`config.mk`:
```
export PLATFORM = sky130hd
export DESIGN_NAME = sram_arbiter
export DESIGN_NICKNAME = d
export VERILOG_FILES = /design/src/rtl/sram_arbiter.sv
export SDC_FILE = /design/constraint.sdc
export NUM_CORES = 1
export LEC_CHECK = 0
export CAP_MARGIN = 20
export CELL_PAD_IN_SITES_DETAIL_PLACEMENT = 0
export CELL_PAD_IN_SITES_GLOBAL_PLACEMENT = 1
export CORE_ASPECT_RATIO = 0.75
export CORE_MARGIN = 3
export CORE_UTILIZATION = 33
export DETAILED_ROUTE_END_ITERATION = 16
export MAX_ROUTING_LAYER = met4
export PLACE_DENSITY = 0.91
export SYNTH_ARGS = -nofsm -noshare
export SYNTH_HDL_FRONTEND = slang
export SYNTH_SLANG_ARGS = --single-unit
```
`constraint.sdc`:
```
create_clock -name clk -period 2.6 [get_ports clk]
set_input_delay 0.78 -clock clk [delete_from_list [all_inputs] [get_ports clk]]
set_output_delay 0.78 -clock clk [all_outputs]
set_load 0.02 [all_outputs]
```
`src/rtl/sram_arbiter.sv`:
```
// sram_arbiter: sequences an asynchronous SRAM and shares it between two
// req/ack requesters. Each access is SETUP -> ACCESS (WAIT_CYCLES) -> DONE,
// with active-low strobes and in-chip tristate control via dat_out/dat_oe.
// All outputs are registered from the next-state decode.
// Optional build macro: SRAM_RR_ARB_EN selects round-robin arbitration;
// when undefined, requester 0 has fixed priority.
module sram_arbiter #(
    parameter int ADDR_W      = 19,
    parameter int DATA_W      = 16,
    parameter int WAIT_CYCLES = 2
) (
    input  logic              clk,
    input  logic              rst,
    input  logic              req0,
    input  logic              we0,
    input  logic [ADDR_W-1:0] addr0,
    input  logic [DATA_W-1:0] wdata0,
    output logic              ack0,
    input  logic              req1,
    input  logic              we1,
    input  logic [ADDR_W-1:0] addr1,
    input  logic [DATA_W-1:0] wdata1,
    output logic              ack1,
    output logic [DATA_W-1:0] rdata,
    output logic [ADDR_W-1:0] ADR,
    output logic [DATA_W-1:0] dat_out,
    output logic              dat_oe,
    input  logic [DATA_W-1:0] dat_in,
    output logic              RAMCS,
    output logic              RAMOE,
    output logic              RAMWE
);

    typedef enum logic [1:0] {
        IDLE,
        SETUP,
        ACCESS,
        DONE
    } state_t;

    // The down-counter is 4 bits wide, which covers WAIT_CYCLES up to 15.
    localparam logic [3:0] CNT_INIT = 4'(WAIT_CYCLES - 1);

    state_t            state, state_nx;
    logic [3:0]        cnt, cnt_nx;
    logic              acc_gnt, acc_gnt_nx;
    logic              acc_we, acc_we_nx;
    logic [ADDR_W-1:0] acc_addr, acc_addr_nx;
    logic [DATA_W-1:0] acc_wdata, acc_wdata_nx;

    logic              cs_nx, oe_nx, wen_nx, doe_nx, ack0_nx, ack1_nx;
    logic [ADDR_W-1:0] adr_nx;
    logic [DATA_W-1:0] dout_nx, rdata_nx;

`ifdef SRAM_RR_ARB_EN
    // prio names the requester that wins the next simultaneous request.
    logic prio, prio_nx;
`endif

    // Next-state logic: arbitrate and latch the winning request in IDLE, then
    // walk through the fixed access sequence ignoring further requests.
    always_comb begin
        state_nx     = state;
        cnt_nx       = cnt;
        acc_gnt_nx   = acc_gnt;
        acc_we_nx    = acc_we;
        acc_addr_nx  = acc_addr;
        acc_wdata_nx = acc_wdata;
`ifdef SRAM_RR_ARB_EN
        prio_nx      = prio;
`endif
        case (state)
            IDLE: begin
                if (req0 || req1) begin
`ifdef SRAM_RR_ARB_EN
                    if (req0 && req1) begin
                        acc_gnt_nx = prio;
                    end else begin
                        acc_gnt_nx = req1;
                    end
                    prio_nx = ~acc_gnt_nx;
`else
                    acc_gnt_nx = ~req0;
`endif
                    acc_we_nx    = acc_gnt_nx ? we1    : we0;
                    acc_addr_nx  = acc_gnt_nx ? addr1  : addr0;
                    acc_wdata_nx = acc_gnt_nx ? wdata1 : wdata0;
                    state_nx     = SETUP;
                end
            end
            SETUP: begin
                state_nx = ACCESS;
                cnt_nx   = CNT_INIT;
            end
            ACCESS: begin
                if (cnt == 4'd0) begin
                    state_nx = DONE;
                end else begin
                    cnt_nx = cnt - 4'd1;
                end
            end
            DONE: begin
                state_nx = IDLE;
            end
            default: begin
                state_nx = IDLE;
            end
        endcase
    end

    // Output decode from the next state so every pin comes straight off a
    // flop; address and write data are held between accesses.
    always_comb begin
        cs_nx    = 1'b1;
        oe_nx    = 1'b1;
        wen_nx   = 1'b1;
        doe_nx   = 1'b0;
        ack0_nx  = 1'b0;
        ack1_nx  = 1'b0;
        adr_nx   = ADR;
        dout_nx  = dat_out;
        rdata_nx = rdata;
        case (state_nx)
            SETUP: begin
                cs_nx  = 1'b0;
                adr_nx = acc_addr_nx;
                doe_nx = acc_we_nx;
                if (acc_we_nx) begin
                    dout_nx = acc_wdata_nx;
                end
            end
            ACCESS: begin
                cs_nx  = 1'b0;
                doe_nx = acc_we;
                if (acc_we) begin
                    wen_nx = 1'b0;
                end else begin
                    oe_nx = 1'b0;
                end
            end
            DONE: begin
                cs_nx   = 1'b0;
                doe_nx  = acc_we;
                ack0_nx = ~acc_gnt;
                ack1_nx = acc_gnt;
            end
            default: begin
            end
        endcase
        if (state == ACCESS && cnt == 4'd0 && !acc_we) begin
            rdata_nx = dat_in;
        end
    end

    // State, counter and latched request registers.
    always_ff @(posedge clk) begin
        if (rst) begin
            state     <= IDLE;
            cnt       <= 4'd0;
            acc_gnt   <= 1'b0;
            acc_we    <= 1'b0;
            acc_addr  <= '0;
            acc_wdata <= '0;
        end else begin
            state     <= state_nx;
            cnt       <= cnt_nx;
            acc_gnt   <= acc_gnt_nx;
            acc_we    <= acc_we_nx;
            acc_addr  <= acc_addr_nx;
            acc_wdata <= acc_wdata_nx;
        end
    end

`ifdef SRAM_RR_ARB_EN
    // Round-robin pointer, starting with requester 0 favoured.
    always_ff @(posedge clk) begin
        if (rst) begin
            prio <= 1'b0;
        end else begin
            prio <= prio_nx;
        end
    end
`endif

    // Registered SRAM strobes, handshake and data outputs.
    always_ff @(posedge clk) begin
        if (rst) begin
            RAMCS   <= 1'b1;
            RAMOE   <= 1'b1;
            RAMWE   <= 1'b1;
            dat_oe  <= 1'b0;
            ack0    <= 1'b0;
            ack1    <= 1'b0;
            ADR     <= '0;
            dat_out <= '0;
            rdata   <= '0;
        end else begin
            RAMCS   <= cs_nx;
            RAMOE   <= oe_nx;
            RAMWE   <= wen_nx;
            dat_oe  <= doe_nx;
            ack0    <= ack0_nx;
            ack1    <= ack1_nx;
            ADR     <= adr_nx;
            dat_out <= dout_nx;
            rdata   <= rdata_nx;
        end
    end

endmodule

```
# Word-level counts from Yosys, hierarchy flattened

Index checks and enable logic that the tools add are counted.

Output and inout port bits: 57
Logic and storage cells: 59
Bits of input ports: 92
Bits in registers: 100

Equal/unequal tests: 7
Reduce and logical (&&, ||, !) cells: 14
Muxes and demuxes: 18
Add/sub/neg operators: 1
Bitwise gates (word level): 4

Operators by type and width:

| operator            | number |
|---|---|
| $mux 19             | 3 |
| $mux 16             | 3 |
| $eq 2x2->1 const B  | 4 |
| $pmux 2 s4          | 1 |
| $pmux 4 s2          | 1 |
| $mux 1              | 6 |
| $reduce_and 2->1    | 3 |
| $reduce_or 2->1     | 3 |
| $eq 2x1->1 const B  | 2 |
| $logic_not 4->1     | 1 |
| $mux 2              | 2 |
| $mux 4              | 1 |
| $not 1->1           | 4 |
| $sub 4x1->4 const B | 1 |
| $reduce_or 3->1     | 1 |
| $logic_and 1x1->1   | 2 |
| $logic_not 2->1     | 1 |
| $ne 2x2->1 const B  | 1 |
| $pmux 1 s2          | 1 |
| $reduce_bool 2->1   | 1 |
| $logic_not 1->1     | 1 |
| $logic_or 1x1->1    | 1 |

# Longest topological paths before layout

Depth in word-level cells: 6
Mapped depth: 9
Gate-level depth less buffers: 6

# Worst setup path after synthesis

OpenSTA, ideal clock, no wires.

Path type: input port to flip-flop
Start: in req0
End: reg dat_out[10]
Buffers on the path: 3
Stages on the path: 7
Data required time: 2479 ps
Library setup time: 121 ps
Arrival: 1982 ps
Setup slack: 497 ps
Cells stage by stage: o21a_1 > buf_2 > o221ai_1 > nand2b_1 > buf_6 > buf_6 > mux2_4

Cells in the longest elaborated chain, start to end: 5
Elaborated cells on any way between the ends: 11
Classes of those cells: eq/ne: 1; mux: 8; reduce/logical: 2

RTL lines:

| item                       | line | text |
|---|---|---|
| start: declaration         | 14   | `input logic req0,` |
| $logic_or 1x1->1           | 74   | `if (req0 \|\| req1) begin` |
| $mux 2                     | 74   |  |
| $pmux 2 s4                 | 72   | `case (state)` |
| $eq 2x1->1                 | 123  | `case (state_nx)` |
| $reduce_and 2->1 (no line) | -    |  |
| end signal: assignment     | 205  | `dat_out <= dout_nx;` |
| end: declaration           | 26   | `output logic [DATA_W-1:0] dat_out,` |

Several ways; a longest one is shown, not always the timed one.
A chain may end at the register's enable or synchronous reset.

# Final worst setup path

Start: in req1
End: reg ADR[12]

Cells in the longest elaborated chain, start to end: 4
Elaborated cells on any way between the ends: 6
Classes of those cells: eq/ne: 1; mux: 4; reduce/logical: 1

RTL lines:

| item                   | line | text |
|---|---|---|
| start: declaration     | 19   | `input logic req1,` |
| $logic_or 1x1->1 *     | 74   |  |
| $mux 2                 | 74   |  |
| $pmux 2 s4             | 72   |  |
| $eq 2x1->1             | 123  |  |
| end signal: assignment | 204  | `ADR <= adr_nx;` |
| end: declaration       | 25   | `output logic [ADDR_W-1:0] ADR,` |

Mark *: on every way between the ends. The rest lies on a longest branch, timed or not.

==> flow_summary.toml <==
[finish]
mostFrequentLayoutCell = "clkdlybuf4s50_1"
fill_cells = 1111
syn_to_final_growth_pct = 46.4
layout-drive-gt1-share_pct = 8.11
utilization_pct = 49.9
final_cell_mix = "clkdlybuf4s50_1, dfxtp_1, nand2_1"
fin_area_mm2 = 0.00618
antenna_cells = 0
fin_nets = 685

[power_and_ir_drop]
leakagePower_uw = 0.00239
p_per_area_mw_per_mm2 = 1140
ir_drop_mv = 0.624

[sta]
rsz0062_at_grt = "false"
finalMaxSlewViolations = 0
hold_viol = 0
max_clock_freq_ghz = 0.454
min_period_over_period_pct = 84.7
tightest_slew_ns = 0.704
whs_ns = 0.444
maxSlewHeadroom_pct = 53.0
setup_violations = 0
skew_ns = 0.00733
layout_min_cycle_time_ns = 2.20
fin_tns_setup_ns = 0

[routing]
wl_um = 10100
routed_via_density = 4.71
wl_met2_um = 4960
drc = 0
vias = 3568
drtIter0Drc = 173
drt-met1-wl_um = 4550
dr.pass1.iters = 4
met3_length_um = 499
dr.max_layer_used = "met4"
wl_per_cell_um = 13.4
antenna_left = 0

[logic_synthesis]
yosys_warnings = 0
syn_avg_cell_area_um2 = 9.40
synth_cells = 449
synth.distinct_cells = 35
syn_nets = 547
synth-edff-count = 0
synthFlopType = "dfxtp_1"
ys_async_sr_fraction_pct = 0
yosysSeqAreaShare_pct = 47.4
syn-cell-area_mm2 = 0.00422
yosys_register_bits = 100

[die]
fp.dieW_um = 137
die-area_mm2 = 0.0142
fp.coreArea_mm2 = 0.0124
start_util_pct = 34.1
core.rowCount = 35
io_pins = 149
die_h_um = 104

[place]
hpwl_um = 7280
port_buffers = 148
placed_cell_area_mm2 = 0.00586
gp_congestion = 0.737

[critical_path]
path_class = "in2reg"
crit_path_end_kind = "register"
cp_common_cell = "buf_4"
start_kind = "input pin"
crit_required_ns = 2.86
worst-path-max-fanout = 38
cp_cell_sequence = "clkdlybuf4s50_1 -> nor4b_1 -> buf_4 -> a211oi_4 -> buf_4 -> nand3b_1 -> a21oi_1"
reg2reg_depth = 8
critPathSlowestCell = "clkdlybuf4s50_1"
crit_arrival_ns = 2.46
cp_slowest_stage_delay_ns = 0.53

[cts]
clk_pin_slew_worst_paths_ns = 0.07
post-cts-setup-buffer-count = 0
cts.sinks = 100
insertion_delay_ns = 0.34
numCtsBuffers = 9
cts_hold_buffers = 0
cts_max_level = 3
cts_resized = 0
cts_tree = "done"
root_buffer = "clkbuf_16"
cts_buffer_depth = 2

[worst_hold_path]
hold_class = "reg2reg"
hold_depth = 1

[global_routing]
grt_pass1_wl_um = 16400
grt_pass1_vias = 3492
gr-usage-all-layers_pct = 14.6
grt_max_degree = 71
grt-ovfl-total = 0
antenna_found_initial = 0

[run_status]
status = "finished clean"

[job]
timing.max_cap.violations = 0
worst paths after layout:
path | end | slack [ns] | from
worst max-delay path | ADR[12] | 0.40 | req1
worst min-delay path | ack0 | 0.44 | acc_gnt
worst max register to register | ADR[12] | 0.52 | state[0]
worst min register to register | ack0 | 0.44 | acc_gnt
worst max-delay path, delay by kind of cell:
kind | cells | cell delay, ns
simple gates | 2 | 0.21
compound gates | 2 | 0.41
buf+inv | 3 | 1.05
metal layers:
layer	track usage, %	vias to the layer above
li1	-	1802
met1	17.4	1658
met2	23.6	96
met3	4.11	12
met4	4.82	0
met5	-	-
cell type report:
type	instances	area (um^2)	share of cell area (%)
well taps	166	208	3.36
inverters	6	22.5	0.364
repair buffers	158	1570	25.4
multi-input cells	312	2050	33.2
clock inverters	7	98.8	1.60
clock buffers	9	225	3.64
flip-flops and latches	100	2000	32.4
where the power goes:
group / switching, uW / internal [uW]
sequential: 248 / 2080
clock: 589 / 850
combinational: 1700 / 1590
registers in the layout, indices dropped and copies added (netlist names):
| name | count |
|---|---|
| ADR | 19 |
| acc_addr | 19 |
| acc_wdata | 16 |
| dat_out | 16 |
| rdata | 16 |
| cnt | 4 |
| state | 2 |
| RAMCS | 1 |
| RAMOE | 1 |
| RAMWE | 1 |
| acc_gnt | 1 |
| acc_we | 1 |
| ack0 | 1 |
| ack1 | 1 |
| dat_oe | 1 |
cell families after synthesis:
kind of cell             count (synthesis)  share of synthesized area [%]
AND/OR/NAND/NOR                        188                           23.7
flip-flops                             100                           47.4
AO/OA/AOI/OAI                           67                           9.66
multiplexers                            51                           13.4
buffers and inverters                   37                           4.12
adder cells (fa/ha/maj)                  6                           1.78
cells in the mapped netlist (2+ instances only):
master / count / area share, %
a21oi_1: 39 / 4.6
nand3b_1: 21 / 3.7
a211oi_1: 19 / 3.4
buf_2: 7 / 0.83
clkbuf_1: 18 / 1.6
nor3b_1: 20 / 3.6
buf_6: 2 / 0.53
nand2b_1: 21 / 3.1
mux2i_1: 35 / 8.3
nor2_1: 43 / 3.8
o21ai_0: 2 / 0.24
inv_1: 6 / 0.53
and3_1: 2 / 0.30
nor2b_1: 18 / 2.7
mux2_4: 9 / 3.2
ha_1: 6 / 1.8
dfxtp_1: 100 / 47
buf_4: 3 / 0.53
nand2_1: 56 / 5.0
mux2_2: 7 / 1.9
per-stage QoR:
stage                     setup WS [ns]  power (uW)  std cells
final                             0.399        7050        758
after global routing              0.308        7530        758
after CTS                         0.418        7140        758
after detailed placement         0.0579        5670        742
after global placement           0.0763        5560        742
after floorplan                   0.497        4450        449
No activity file was read; power rests on OpenSTA's default activity.
